===== config.mk =====
export PLATFORM = sky130hd
export DESIGN_NAME = mult_seq_n
export DESIGN_NICKNAME = d
export VERILOG_FILES = /design/src/rtl/mult_seq_n.sv
export SDC_FILE = /design/constraint.sdc
export NUM_CORES = 1
export LEC_CHECK = 0
export CAP_MARGIN = 10
export CORE_MARGIN = 2
export CORE_UTILIZATION = 44
export DETAILED_ROUTE_END_ITERATION = 7
export PLACE_DENSITY_LB_ADDON = 0.05
export RECOVER_POWER = 50
export SYNTH_ARGS = -nofsm -noshare
export SYNTH_HDL_FRONTEND = slang
export SYNTH_SLANG_ARGS = --single-unit

===== constraint.sdc =====
create_clock -name clk -period 1.6 [get_ports clk]
set_input_delay 0.16 -clock clk [delete_from_list [all_inputs] [get_ports clk]]
set_output_delay 0.16 -clock clk [all_outputs]
set_load 0.02 [all_outputs]

===== src/rtl/mult_seq_n.sv =====
// Sequential W-bit shift-and-add multiplier with start/busy/done handshake.
// Define MULT_SIGNED_EN to add the sgn port and two's-complement mode.
module mult_seq_n #(
  parameter int W = 4
) (
  input  logic           clk,
  input  logic           rst,
  input  logic           start,
  input  logic [W-1:0]   datoA,
  input  logic [W-1:0]   datoB,
`ifdef MULT_SIGNED_EN
  input  logic           sgn,
`endif
  output logic           busy,
  output logic           done,
  output logic [2*W-1:0] result
);

  localparam int CW = $clog2(W + 1);

  localparam logic [1:0] S_IDLE = 2'd0;
  localparam logic [1:0] S_LOAD = 2'd1;
  localparam logic [1:0] S_RUN  = 2'd2;
  localparam logic [1:0] S_DONE = 2'd3;

  logic [1:0]    state;
  logic [W-1:0]  a;
  logic [W-1:0]  sumh;
  logic [W-1:0]  suml;
  logic [CW-1:0] cnt;
  logic          last;
  logic [W:0]    ext_h;
  logic [W:0]    ext_a;
  logic [W:0]    sum;

  assign last = (cnt == CW'(W - 1));

`ifdef MULT_SIGNED_EN
  logic sg;

  // {C,S} is W+1 bits so the carry (unsigned) or sign (signed) feeds the shift
  always_comb begin
    ext_h = {sg & sumh[W-1], sumh};
    ext_a = {sg & a[W-1], a};
    sum   = ext_h;
    if (suml[0]) begin
      if (sg && last) sum = ext_h - ext_a;
      else            sum = ext_h + ext_a;
    end
  end
`else
  always_comb begin
    ext_h = {1'b0, sumh};
    ext_a = {1'b0, a};
    sum   = ext_h;
    if (suml[0]) sum = ext_h + ext_a;
  end
`endif

  always_ff @(posedge clk) begin
    if (rst) begin
      state <= S_IDLE;
      a     <= '0;
      sumh  <= '0;
      suml  <= '0;
      cnt   <= '0;
`ifdef MULT_SIGNED_EN
      sg    <= 1'b0;
`endif
    end else begin
      unique case (state)
        S_IDLE: begin
          if (start) begin
            a     <= datoA;
            suml  <= datoB;
            sumh  <= '0;
            cnt   <= '0;
`ifdef MULT_SIGNED_EN
            sg    <= sgn;
`endif
            state <= S_LOAD;
          end
        end
        S_LOAD: state <= S_RUN;
        S_RUN: begin
          {sumh, suml} <= {sum, suml[W-1:1]};
          cnt          <= cnt + 1'b1;
          if (last) state <= S_DONE;
        end
        S_DONE: state <= S_IDLE;
        default: state <= S_IDLE;
      endcase
    end
  end

  assign busy   = (state == S_LOAD) || (state == S_RUN);
  assign done   = (state == S_DONE);
  assign result = {sumh, suml};

endmodule


Word-level counts from Yosys, hierarchy flattened
Index checks and enable logic that the tools add are counted. Widths: inputs -> output; s select.

Bits in registers: 17. Bits of input ports: 11. Output and inout bits: 10. Logic and storage cells: 29.

Add/sub/neg operators: 2. Equal/unequal tests: 6. Multiplexer cells: 10. Reduce and logical (&&, ||, !) cells: 6.

Operators with widths (number): $pmux 4 s2 (2); $mux 4 (2); $pmux 2 s4 (1); $pmux 3 s2 (1); $reduce_and 2->1 (3); $add 4x4->5 (1); $mux 5 (1); $eq 2x2->1 const B (2); $mux 2 (2); $ne 2x2->1 const B (2); $add 3x1->3 const B (1); $eq 3x2->1 const B (1); $mux 3 (1); $eq 2x1->1 const B (1); $logic_not 2->1 (1); $reduce_bool 2->1 (1); $logic_or 1x1->1 (1).

Depth between registers and ports, before layout
Depth after elaboration: 3. Depth in mapped cells: 8. Mapped depth without buffers: 7.

Least setup slack after synthesis
Ideal clock, no wire load.

Path type: reg2reg. Start: register sumh[0]. End: register sumh[1]. Setup time: 128 ps. Arrival: 1673 ps. Required time: 1472 ps. Slack: -201 ps. Cell stages (with the launch flop): 8. Buffers on the path: 0. Period minus slack after synthesis: 1801 ps. Path through: dfxtp_1 ha_1 inv_1 fa_1 xnor2_1 mux2_2 a22oi_1 nor2_1.

Cells in the longest elaborated chain, start to end: 3.

Ends and longest elaborated chain: start, declared (RTL line 28) `logic [W-1:0] sumh;`; start signal, assigned (RTL line 86) `{sumh, suml} <= {sum, suml[W-1:1]};`; $add 4x4->5 (RTL line 56) `if (suml[0]) sum = ext_h + ext_a;`; $mux 5 (RTL line 56); $pmux 4 s2 (RTL line 71) `unique case (state)`.

Every way passes these cells. A chain may end at the register's enable or synchronous reset.

Final worst setup path
Start: register a[0]. End: register sumh[1].

Cells in the longest elaborated chain, start to end: 3.

Ends and longest elaborated chain: start, declared (RTL line 27) `logic [W-1:0] a;`; start signal, assigned (RTL line 74) `a <= datoA;`; $add 4x4->5 (RTL line 56); $mux 5 (RTL line 56); $pmux 4 s2 (RTL line 71).

Every way passes these cells.

==> summary.txt <==
Timing
  • Worst Clk Skew: approximately 0.0041 ns
  • Setup violators final: 0
  • Setup TNS: 0 ns
  • Final Hold Viols: 0
  • Unrepaired setup endpoints after global routing: yes
  • Slew @ Worst Pin: 0.3649 ns
  • Max-slew violations: 0
  • Fmax: approximately 0.63 GHz
  • Final min period: around 1.6 ns
  • Final worst-path cycle share: 99.41%
  • Fin Hold WS: 0.4358 ns
  • Final setup margin: 0.009491 ns
  • Rel. slew slack: 75.67%

Setup path
  • Worst Path Buf+Inv: 1
  • Worst reg2reg path startpoint: a[0]
  • Worst setup path end: sumh[1]
  • CP Launch Point: a[0]
  • CP required: 1.78 ns
  • CP startpoint kind: flip-flop
  • Crit path DAT: approximately 1.8 ns
  • R2R Setup Slk: approximately 0.0095 ns
  • Delay-heaviest family, CP: adder cells
  • CP max stage delay: around 0.36 ns
  • Critical Path Fanout Max: 2
  • Reg2Reg Depth: 7
  • Critical setup path kind: reg2reg
  • CP max-delay cell: dfxtp_2
  • Stages on the worst setup path: 7
  • Critical path cell sequence: ha_4 -> inv_2 -> fa_2 -> xnor2_1 -> mux2_4 -> a22oi_2 -> nor2_1
  • Reg2reg end: sumh[1]
  • Crit. End Element: flip-flop

Logic synthesis
  • Post-synthesis sequential area ratio: around 35%
  • Cells after Synth: 107
  • Mapped cell area: 985.9 um^2
  • Cell taking the most area after synthesis: dfxtp_1
  • Synth Warn #: 0
  • Syn Area/Cell: 9.214 um^2
  • Share of the synthesized area in the top cell type: 34.52%
  • Seq cells post-synth: 17
  • Synth unique cells: 27
  • Syn_nets: 129
  • Area contributors post-synth: dfxtp_1, ha_1, mux2i_1, a21oi_1, buf_6

Detailed routing
  • Via density per instance: 4.981
  • WL per Instance: 12.31 um
  • Vias: 797
  • Drt initial violations: 14
  • Final wirelength: ~2000 um
  • 1st-pass router iterations: 4
  • Final ANT Viol Nets: 0
  • Drt drc: 0

Pwr
  • PD cells: 1235 nW/um^2
  • Net Switching: 0.6099 mW
  • Power share of the combinational group: 48.6%
  • Static leakage: 0.5151 nW
  • Clock Power Share: 14.3%
  • Overall power: 1.563 mW
  • Maximum vdd drop: just over 0.9 mV
  • Switching portion of total power: 39.02%
  • Reg power frac: 37.1%
  • Int Pwr: between 0.9 and 1 mW

Worst hold path
  • Worst hold path depth: 3
  • Hold_sp: datoA[2]
  • Hold WC Path Type: in2reg

Clock network
  • CTS hold repair buffers: 0
  • Max H-tree Level: 1
  • CTS tree: done
  • Clock Pin Slew Worst Setup and Hold Paths: about 0.10 ns
  • Sink Count: 17
  • Insertion delay to the later sink of the worst-skew pair: 0.28 ns
  • Num CTS Buffers: 3
  • Setup bufs post-CTS: 0
  • Clk buf depth: 2
  • Clk root buf: clkbuf_4

Floorplan
  • Die area: 2635 um^2
  • Core region area: 2170 um^2
  • Die W: 51.34 um
  • Initial Utilization: between 40% and 50%
  • Core Rows: 17
  • I/O pin count: 21
  • Die height: 51.34 um

Placed design
  • Pre-CTS WS: -0.05703 ns
  • Placer congestion estimate: 0.7287
  • DP Cell Count: 156
  • # port buffers: 20
  • Post-DP Area: 1237 um^2
  • DP Wirelength: around 1500 um

Final layout
  • Final Core Density: 58.30%
  • Fill cells: about 210
  • Antenna Cells: 0
  • Final Cell Area: between 1000 and 1500 um^2
  • Total Nets Final: between 150 and 200
  • Post-route insts no fill: 160
  • Area delta synth->final: 28.30%
  • Share of cells above drive strength 1: 18.18%

Status
  • Outcome: finished, final reports clean

Global route
  • First-pass GRT wire length: around 3600 um
  • Initial antenna violation count: 0
  • Largest net degree at the start of global routing: 18
  • Number of global-route vias before repair: 819
  • GRT Total Usage: 18.44%
  • Global route total overflow: 0

Flow run
  • Max-cap viol count: 0
-- per-layer routing --
layer	vias up	global-route usage [%]	share of wire [%]
met1	366	20.25	45
li1	419	-	-
met3	2	4.094	3.4
met4	0	6.579	0.86
met2	10	34.42	51
met5	-	0	0
-- sequential cells by signal (all words and copies together), names as in the netlist --
signal / count
suml: 4
state: 2
cnt: 3
a: 4
sumh: 4
-- worst register-to-register path: cells and delay by family, from the launching register on --
kind	cells	cell delay, ns
fa+ha+maj	2	0.48
simple gates	1	0.05
compound gates	1	0.15
xor+xnor	1	0.14
mux	1	0.26
flops	1	0.36
buf+inv	1	0.04
-- how the worst min path moves through the flow --
stage	end	slack [ns]
after floorplan	a[0]	0.31
after global placement	a[3]	0.46
after detailed placement	suml[3]	0.46
after CTS	a[2]	0.42
after global routing	a[1]	0.44
final	a[2]	0.44
-- power by group through the flow --
stage               registers, mW  clock network [mW]  logic (mW)
floorplan                   0.621                   0       0.534
global route                0.593               0.249       0.849
finish                      0.579               0.224       0.759
detailed placement          0.587                   0       0.787
CTS                         0.583               0.236       0.785
global placement            0.587                   0       0.772
-- Yosys cell counts (all sizes together) --
| cell type | instances |
|---|---|
| dfxtp | 17 |
| nor2 | 12 |
| a21oi | 10 |
| ha | 10 |
| inv | 9 |
| nand2 | 8 |
| mux2i | 6 |
| buf | 5 |
| nand3 | 5 |
| a211oi | 4 |
| a22oi | 4 |
| o21ai | 3 |
| and3 | 2 |
| o21a | 2 |
| a21boi | 1 |
| a32oi | 1 |
| and2 | 1 |
| clkbuf | 1 |
| fa | 1 |
| mux2 | 1 |
| nand2b | 1 |
| nor2b | 1 |
| o211ai | 1 |
| xnor2 | 1 |
-- kinds of logic (layout without fill, tap and decap cells) --
group / count (synthesis) / after routing / share of synthesized area, %
xor gates and xnor gates: 1 / 1 / 0.8885
AOI/OAI and AO/OA: 26 / 26 / 18.91
muxes: 7 / 7 / 7.234
buffers and inverters: 15 / 40 / 9.136
adders and majority gates: 11 / 11 / 14.72
and+or+nand+nor: 30 / 30 / 14.59
DFF: 17 / 17 / 34.52
-- cells in the final DEF, fill, tap and decap left out, drive strengths merged, types with 2 or more instances in the layout --
cell	instances
and3	2
buf	6
nand2	8
inv	9
dlygate4sd3	4
ha	10
a211oi	4
a21oi	10
nand3	5
nor2	12
o21a	2
clkdlybuf4s50	14
o21ai	3
dfxtp	17
a22oi	4
mux2i	6
clkbuf	6
-- cell type report --
class / instances / area, um^2 / area share [%]
Clock buffer: 4 / 26.28 / 2.077
Inverter: 9 / 33.78 / 2.671
Multi-Input combinational cell: 75 / 581.8 / 45.99
Sequential cell: 17 / 346.6 / 27.40
Tap cell: 28 / 35.03 / 2.770
Timing Repair Buffer: 27 / 241.5 / 19.09
-- what timing repair did --
action,4_1_cts,5_1_grt
endpoints found under the setup margin,2,10
resized for setup,5,3
pin swaps,0,0
No activity file was read; power rests on OpenSTA's default activity.
